`src/rtl/team_06_pkg.sv`:
```
// Shared register map, bit positions and event record for the team_06 GPIO event queue.
package team_06_pkg;

  localparam logic [1:0] REG_STATUS = 2'd0;
  localparam logic [1:0] REG_EVENT  = 2'd1;
  localparam logic [1:0] REG_CTRL   = 2'd2;
  localparam logic [1:0] REG_CLR    = 2'd3;

  localparam int CTRL_EN_BIT   = 0;
  localparam int CTRL_IRQ_BIT  = 1;
  localparam int CLR_OVF_BIT   = 0;
  localparam int CLR_FLUSH_BIT = 1;
  localparam int ST_EMPTY_BIT  = 8;
  localparam int ST_FULL_BIT   = 9;
  localparam int ST_OVF_BIT    = 10;

  typedef struct packed {
    logic [15:0] ts;
    logic        rise;
    logic [3:0]  pin;
  } event_t;

  function automatic logic [31:0] pack_event(input event_t e);
    return {e.ts, 7'b0, e.rise, 4'b0, e.pin};
  endfunction

endpackage

```
`src/rtl/team_06_debounce.sv`:
```
// Per-pin two-flop synchronizer plus debounce timer; change pulses on the cycle level flips.
module team_06_debounce #(
  parameter int DB_CYCLES = 1000
) (
  input  logic clk_i,
  input  logic nrst,
  input  logic raw,
  output logic level,
  output logic change
);

  localparam int CNT_W = (DB_CYCLES > 1) ? $clog2(DB_CYCLES) : 1;
  localparam logic [CNT_W-1:0] RELOAD = CNT_W'(DB_CYCLES - 1);

  logic             meta;
  logic             sync;
  logic [CNT_W-1:0] cnt;

  // Down-counter reloads whenever the input agrees with the accepted level.
  assign change = (sync != level) && (cnt == '0);

  always_ff @(posedge clk_i or negedge nrst) begin
    if (!nrst) begin
      meta  <= 1'b0;
      sync  <= 1'b0;
      level <= 1'b0;
      cnt   <= RELOAD;
    end else begin
      meta <= raw;
      sync <= meta;
      if (sync == level) begin
        cnt <= RELOAD;
      end else if (cnt == '0) begin
        level <= sync;
        cnt   <= RELOAD;
      end else begin
        cnt <= cnt - CNT_W'(1);
      end
    end
  end

endmodule

```
`src/rtl/team_06_gpio_event_queue.sv`:
```
// Debounced GPIO edge events queued in a FIFO behind a Wishbone slave.
// Define TEAM_06_TIMESTAMP_EN to stamp each event with a free-running 16-bit counter.
module team_06_gpio_event_queue
  import team_06_pkg::*;
#(
  parameter int NUM_IN     = 8,
  parameter int DB_CYCLES  = 1000,
  parameter int FIFO_DEPTH = 8
) (
  input  logic              clk_i,
  input  logic              nrst,
  input  logic [NUM_IN-1:0] gpio_in,
  input  logic              cyc_i,
  input  logic              stb_i,
  input  logic              we_i,
  input  logic [3:0]        adr_i,
  input  logic [31:0]       dat_i,
  input  logic [3:0]        sel_i,
  output logic [31:0]       dat_o,
  output logic              ack_o,
  output logic              irq_o
);

  localparam int AW = $clog2(FIFO_DEPTH);
  localparam int CW = AW + 1;

  logic [NUM_IN-1:0] level, change, pending, pend_edge, arb_mask;
  logic              arb_valid, arb_rise;
  logic [3:0]        arb_pin;
  logic              ctrl_en, ctrl_irq_en, overflow;
  logic [AW-1:0]     wr_ptr, rd_ptr;
  logic [CW-1:0]     count;
  event_t            mem [FIFO_DEPTH];
  event_t            head;
  logic [15:0]       ts_now;
  logic [31:0]       rd_data;

  for (genvar g = 0; g < NUM_IN; g++) begin : g_db
    team_06_debounce #(.DB_CYCLES(DB_CYCLES)) u_db (
      .clk_i  (clk_i),
      .nrst   (nrst),
      .raw    (gpio_in[g]),
      .level  (level[g]),
      .change (change[g])
    );
  end

`ifdef TEAM_06_TIMESTAMP_EN
  logic [15:0] ts_cnt;
  always_ff @(posedge clk_i or negedge nrst) begin
    if (!nrst) ts_cnt <= '0;
    else       ts_cnt <= ts_cnt + 16'd1;
  end
  assign ts_now = ts_cnt;
`else
  assign ts_now = '0;
`endif

  // Lowest index wins; the loop runs high-to-low so the last hit is the lowest pin.
  always_comb begin
    arb_valid = 1'b0;
    arb_pin   = '0;
    arb_rise  = 1'b0;
    arb_mask  = '0;
    for (int i = NUM_IN - 1; i >= 0; i--) begin
      if (pending[i]) begin
        arb_valid   = 1'b1;
        arb_pin     = 4'(i);
        arb_rise    = pend_edge[i];
        arb_mask    = '0;
        arb_mask[i] = 1'b1;
      end
    end
  end

  logic       req, wr, rd, empty, full, pop, flush, ovf_clr, push_req, do_push, drop;
  logic [1:0] reg_sel;

  assign req      = cyc_i & stb_i & ~ack_o;
  assign wr       = req & we_i;
  assign rd       = req & ~we_i;
  assign reg_sel  = adr_i[3:2];
  assign empty    = (count == '0);
  assign full     = (count == CW'(FIFO_DEPTH));
  assign pop      = rd & (reg_sel == REG_EVENT) & ~empty;
  assign flush    = wr & (reg_sel == REG_CLR) & dat_i[CLR_FLUSH_BIT];
  assign ovf_clr  = wr & (reg_sel == REG_CLR) & dat_i[CLR_OVF_BIT];
  assign push_req = arb_valid & ctrl_en;
  assign do_push  = push_req & ~flush & (~full | pop);
  assign drop     = push_req & ~flush & full & ~pop;
  assign head     = mem[rd_ptr];

  always_comb begin
    rd_data = '0;
    case (reg_sel)
      REG_STATUS: begin
        rd_data[4:0]         = 5'(count);
        rd_data[ST_EMPTY_BIT] = empty;
        rd_data[ST_FULL_BIT]  = full;
        rd_data[ST_OVF_BIT]   = overflow;
      end
      REG_EVENT: rd_data = empty ? 32'h0 : pack_event(head);
      REG_CTRL: begin
        rd_data[CTRL_EN_BIT]  = ctrl_en;
        rd_data[CTRL_IRQ_BIT] = ctrl_irq_en;
      end
      default: rd_data = '0;
    endcase
  end

  always_ff @(posedge clk_i) begin
    if (do_push) mem[wr_ptr] <= '{ts: ts_now, rise: arb_rise, pin: arb_pin};
  end

  always_ff @(posedge clk_i or negedge nrst) begin
    if (!nrst) begin
      ack_o       <= 1'b0;
      dat_o       <= '0;
      irq_o       <= 1'b0;
      ctrl_en     <= 1'b0;
      ctrl_irq_en <= 1'b0;
      pending     <= '0;
      pend_edge   <= '0;
      wr_ptr      <= '0;
      rd_ptr      <= '0;
      count       <= '0;
      overflow    <= 1'b0;
    end else begin
      ack_o <= req;
      dat_o <= rd ? rd_data : 32'h0;
      if (wr && (reg_sel == REG_CTRL) && sel_i[0]) begin
        ctrl_en     <= dat_i[CTRL_EN_BIT];
        ctrl_irq_en <= dat_i[CTRL_IRQ_BIT];
      end
      pending   <= (pending & ~(push_req ? arb_mask : '0)) | (change & {NUM_IN{ctrl_en}});
      pend_edge <= (pend_edge & ~change) | (~level & change);
      if (flush) begin
        wr_ptr <= '0;
        rd_ptr <= '0;
        count  <= '0;
      end else begin
        if (do_push) wr_ptr <= wr_ptr + AW'(1);
        if (pop)     rd_ptr <= rd_ptr + AW'(1);
        count <= count + CW'(do_push) - CW'(pop);
      end
      if (ovf_clr) overflow <= 1'b0;
      if (drop)    overflow <= 1'b1;
      irq_o <= ctrl_irq_en & (~empty | overflow);
    end
  end

  logic unused_bits;
  assign unused_bits = ^{sel_i[3:1], adr_i[1:0], dat_i[31:2]};

endmodule

```
`config.mk`:
```
export PLATFORM = sky130hd
export DESIGN_NAME = team_06_gpio_event_queue
export DESIGN_NICKNAME = d
export VERILOG_FILES = /design/src/rtl/team_06_pkg.sv /design/src/rtl/team_06_debounce.sv /design/src/rtl/team_06_gpio_event_queue.sv
export SDC_FILE = /design/constraint.sdc
export NUM_CORES = 1
export LEC_CHECK = 0
export CAP_MARGIN = 10
export CORE_MARGIN = 5
export CORE_UTILIZATION = 28
export CTS_BUF_LIST = sky130_fd_sc_hd__clkbuf_8
export DETAILED_ROUTE_END_ITERATION = 16
export PLACE_DENSITY = 0.57
export SYNTH_ARGS = -nofsm -noshare
export SYNTH_HDL_FRONTEND = slang
export SYNTH_SLANG_ARGS = --single-unit
```
`constraint.sdc`:
```
create_clock -name clk_i -period 2.38 [get_ports clk_i]
set_input_delay 0.714 -clock clk_i [delete_from_list [all_inputs] [get_ports clk_i]]
set_output_delay 0.714 -clock clk_i [all_outputs]
set_load 0.02 [all_outputs]
```
==> impl_metrics.tcl <==
set metrics [dict create \
    outcome "finished clean" \
    final_standard_cell_area_without_fillers_um2 9450 \
    power-per-cell-area_nw_per_um2 661 \
    min_path_type "primary input to async pin" \
    count_of_flip_flops_with_a_built_in_enable_after_synthesis 32 \
    post_drt_via_cell_ratio 4.37 \
    worst_ep_arrival_time_ns 2.66 \
    antenna_cells 0 \
    route.final.wire_length_mm 14.4 \
    maxCapViolations 0 \
    grt_util_all_layers_pct 9.63 \
    fin_tns_setup_ns 0 \
    antenna_violating_nets_post_route 0 \
    vdd_drop_max_mv 0.260 \
    drt_first_iter_violations 219 \
    report.final.setup_viol 0 \
    cts_tree "done" \
    insertion_delay_ns 0.45 \
    timing_worst_slew_pin_value_ns 0.721 \
    drc_errors 0 \
    synth.yosys.warnings 0 \
    height_of_the_die_um 178 \
    timing.critical_path.from_type "flip-flop" \
    layout-drive-gt1-share_pct 23.4 \
    final_period_minus_worst_setup_slack_ns 2.26 \
    dpl.hpwl_mm 10.1 \
    async_reset_ff_share_pct 81.6 \
    reg2reg_setup_slack_ns 0.12 \
    grt.overflow.total 0 \
    worstReg2RegStart "pending[6]" \
    cts.hold.buffers_added 0 \
    layout_common_cells "sky130_fd_sc_hd__nand2_1, sky130_fd_sc_hd__dfrtp_1, sky130_fd_sc_hd__dfstp_2" \
    min_period_over_period_pct 94.8 \
    final_report_max_slew_violation_count 0 \
    place.gp.congestion 0.736 \
    row_count 61 \
    mappedNetlistArea_um2 7940 \
    timing.slew.headroom_pct 51.6 \
    crit_path_max_fanout 4 \
    rr_endpoint "count[1]" \
    clock_skew_ns 0.0121 \
    clock_tree.buffer_depth 2 \
    dr_total_vias 5144 \
    postSynth.topFlopCell "sky130_fd_sc_hd__dfrtp_1" \
    design.die.area_um2 31800 \
    synth_cells 703 \
    worst_hold_slack_ns 0.137 \
    grt_max_degree 61 \
    layout_commonest_cell "sky130_fd_sc_hd__nand2_1" \
    criticalPathCategory "flip-flop to flip-flop" \
    io_pins 87 \
    seq_area_frac_synth_pct 57.8 \
    required_ns 2.78 \
    yosys_register_bits 174 \
    static-leakage-power_nw 3.94 \
    port_bufs 26 \
    core_area_um2 27900 \
    starting_density_of_the_core_pct 28.4 \
    end_kind "flip-flop" \
    totalPowerFinal_mw 6.24 \
    worst_setup_hold_path_clk_slew_ns 0.10 \
    grt_pass1_vias 5257 \
    syn_to_final_growth_pct 19.0 \
    firstDrtPassIters 4 \
    max_freq_mhz 443 \
    multi_input_gate_area_in_the_final_layout_um2 3190 \
    clock-root-buffer "sky130_fd_sc_hd__clkbuf_8" \
    nFillCells 2860 \
    grt_first_pass_wirelength_mm 25.0 \
    synth.distinct_cells 65 \
    initial_antenna_violation_count 0 \
    h_tree_levels 4 \
    die_w_um 178 \
    crit_path_start "pending[6]" \
    setup_repair_after_global_routing_missed_its_margin "false" \
    layout.core_utilization_pct 33.8 \
    cts_inserted_buffers 17 \
    detail_route.wl_per_cell_um 12.2 \
    timing_hold_violations_final 0 \
    placed_cell_area_um2 8940 \
    worst_r2r_path_depth 8 \
    postSynthAreaPerCell_um2 11.3 \
    register_area_um2 4590 \
    cts_num_sinks 174 \
    final_net_count 855 \
]
-- report_power, final --
group / leakage (nW) / internal (mW) / switching (mW)
clock: 0.201 / 0.950 / 1.12
combinational: 1.66 / 0.402 / 0.444
sequential: 2.08 / 3.17 / 0.157
total: 3.94 / 4.52 / 1.72
-- layer usage --
| layer | track usage, % | vias to the layer above | routed length (um) |
|---|---|---|---|
| li1 | - | 2567 | - |
| met1 | 13.1 | 2492 | 7100 |
| met2 | 15.2 | 74 | 6600 |
| met3 | 2.71 | 11 | 578 |
| met4 | 2.43 | 0 | 137 |
| met5 | 0 | - | 0 |
-- sequential cells by signal, summed over array words and instances, names as in the netlist, named ones only --
register and cells:
g_db.u_db.cnt 80, mem 32, g_db.u_db.level 8, g_db.u_db.meta 8, g_db.u_db.sync 8, pending 8, dat_o 7, count 4
rd_ptr 3, wr_ptr 3, ack_o 1, ctrl_en 1, ctrl_irq_en 1, irq_o 1, overflow 1
-- repair_timing --
item	CTS	global route
endpoints found under the setup margin	33	35
endpoints found under the hold margin	0	0
buffers inserted	0	3
pin swaps	1	4
gates resized for setup	4	14
-- cell usage after synthesis, drive strengths merged (3+ instances only) --
master / instances / share of area, %
and3: 9 / 0.72
nor4: 11 / 0.87
mux4: 6 / 1.7
edfxtp: 32 / 12
inv: 31 / 1.5
a32o: 3 / 0.38
buf: 28 / 2.7
a21o: 5 / 0.47
nor3b: 6 / 0.57
xnor2: 38 / 4.2
nor4b: 3 / 0.33
or3: 6 / 0.47
o31ai: 7 / 0.66
dfrtp: 78 / 25
mux2i: 8 / 1.0
nor2: 52 / 2.5
mux2: 6 / 0.85
o21ai: 28 / 1.8
ha: 15 / 2.4
nor3: 25 / 1.6
a21boi: 3 / 0.28
nand2: 101 / 4.8
nand3: 15 / 0.95
xor2: 24 / 2.6
dfstp: 64 / 21
a2bb2oi: 4 / 0.52
and2: 12 / 1.0
nand2b: 6 / 0.47
or4b: 5 / 0.77
clkbuf: 8 / 0.38
nor2b: 5 / 0.39
o211ai: 3 / 0.28
or4: 12 / 1.2
a21oi: 21 / 1.3
-- how the worst max path moves through the flow --
stage | endpoint | slack [ns] | depth (start not counted)
after global placement | count[1] | -0.56 | 8
after detailed placement | count[1] | -0.57 | 8
final | count[1] | 0.12 | 8
after CTS | count[1] | 0.007 | 8
after floorplan | count[1] | -0.16 | 8
after global routing | count[2] | 0.03 | 9
-- layout make-up --
type / count / share of cell area (%)
Inverter: 31 / 1.23
Clock inverter: 15 / 1.69
Multi-Input combinational cell: 486 / 33.8
Sequential cell: 174 / 48.6
Clock buffer: 17 / 2.48
Timing Repair Buffer: 76 / 7.22
Tap cell: 378 / 5.00
-- logic make-up after synthesis --
kind of cell,Yosys count,share of synthesized area [%]
adder cells (fa/ha/maj),16,2.62
flip-flops,174,57.8
AO/OA/AOI/OAI,88,7.12
other,1,0.0472
AND/OR/NAND/NOR,275,17.4
buffers and inverters,67,4.55
multiplexers,20,3.56
XOR/XNOR,62,6.84
-- worst max-delay path: stages, from the launching register on --
cell,delay [ns]
sky130_fd_sc_hd__dfrtp_1,0.42
sky130_fd_sc_hd__nor4_2,0.25
sky130_fd_sc_hd__buf_4,0.16
sky130_fd_sc_hd__a21boi_1,0.11
sky130_fd_sc_hd__nand2_1,0.13
sky130_fd_sc_hd__mux2_2,0.34
sky130_fd_sc_hd__ha_2,0.18
sky130_fd_sc_hd__fa_2,0.51
sky130_fd_sc_hd__and2_1,0.11
-- through the flow --
stage	setup slack [ns]	instances
2_1_floorplan	-0.161	727
3_3_place_gp	-0.560	1142
3_5_place_dp	-0.573	1142
4_1_cts	0.00743	1174
5_1_grt	0.0312	1177
6_report	0.125	1177
(Power assumes the default switching activity.)
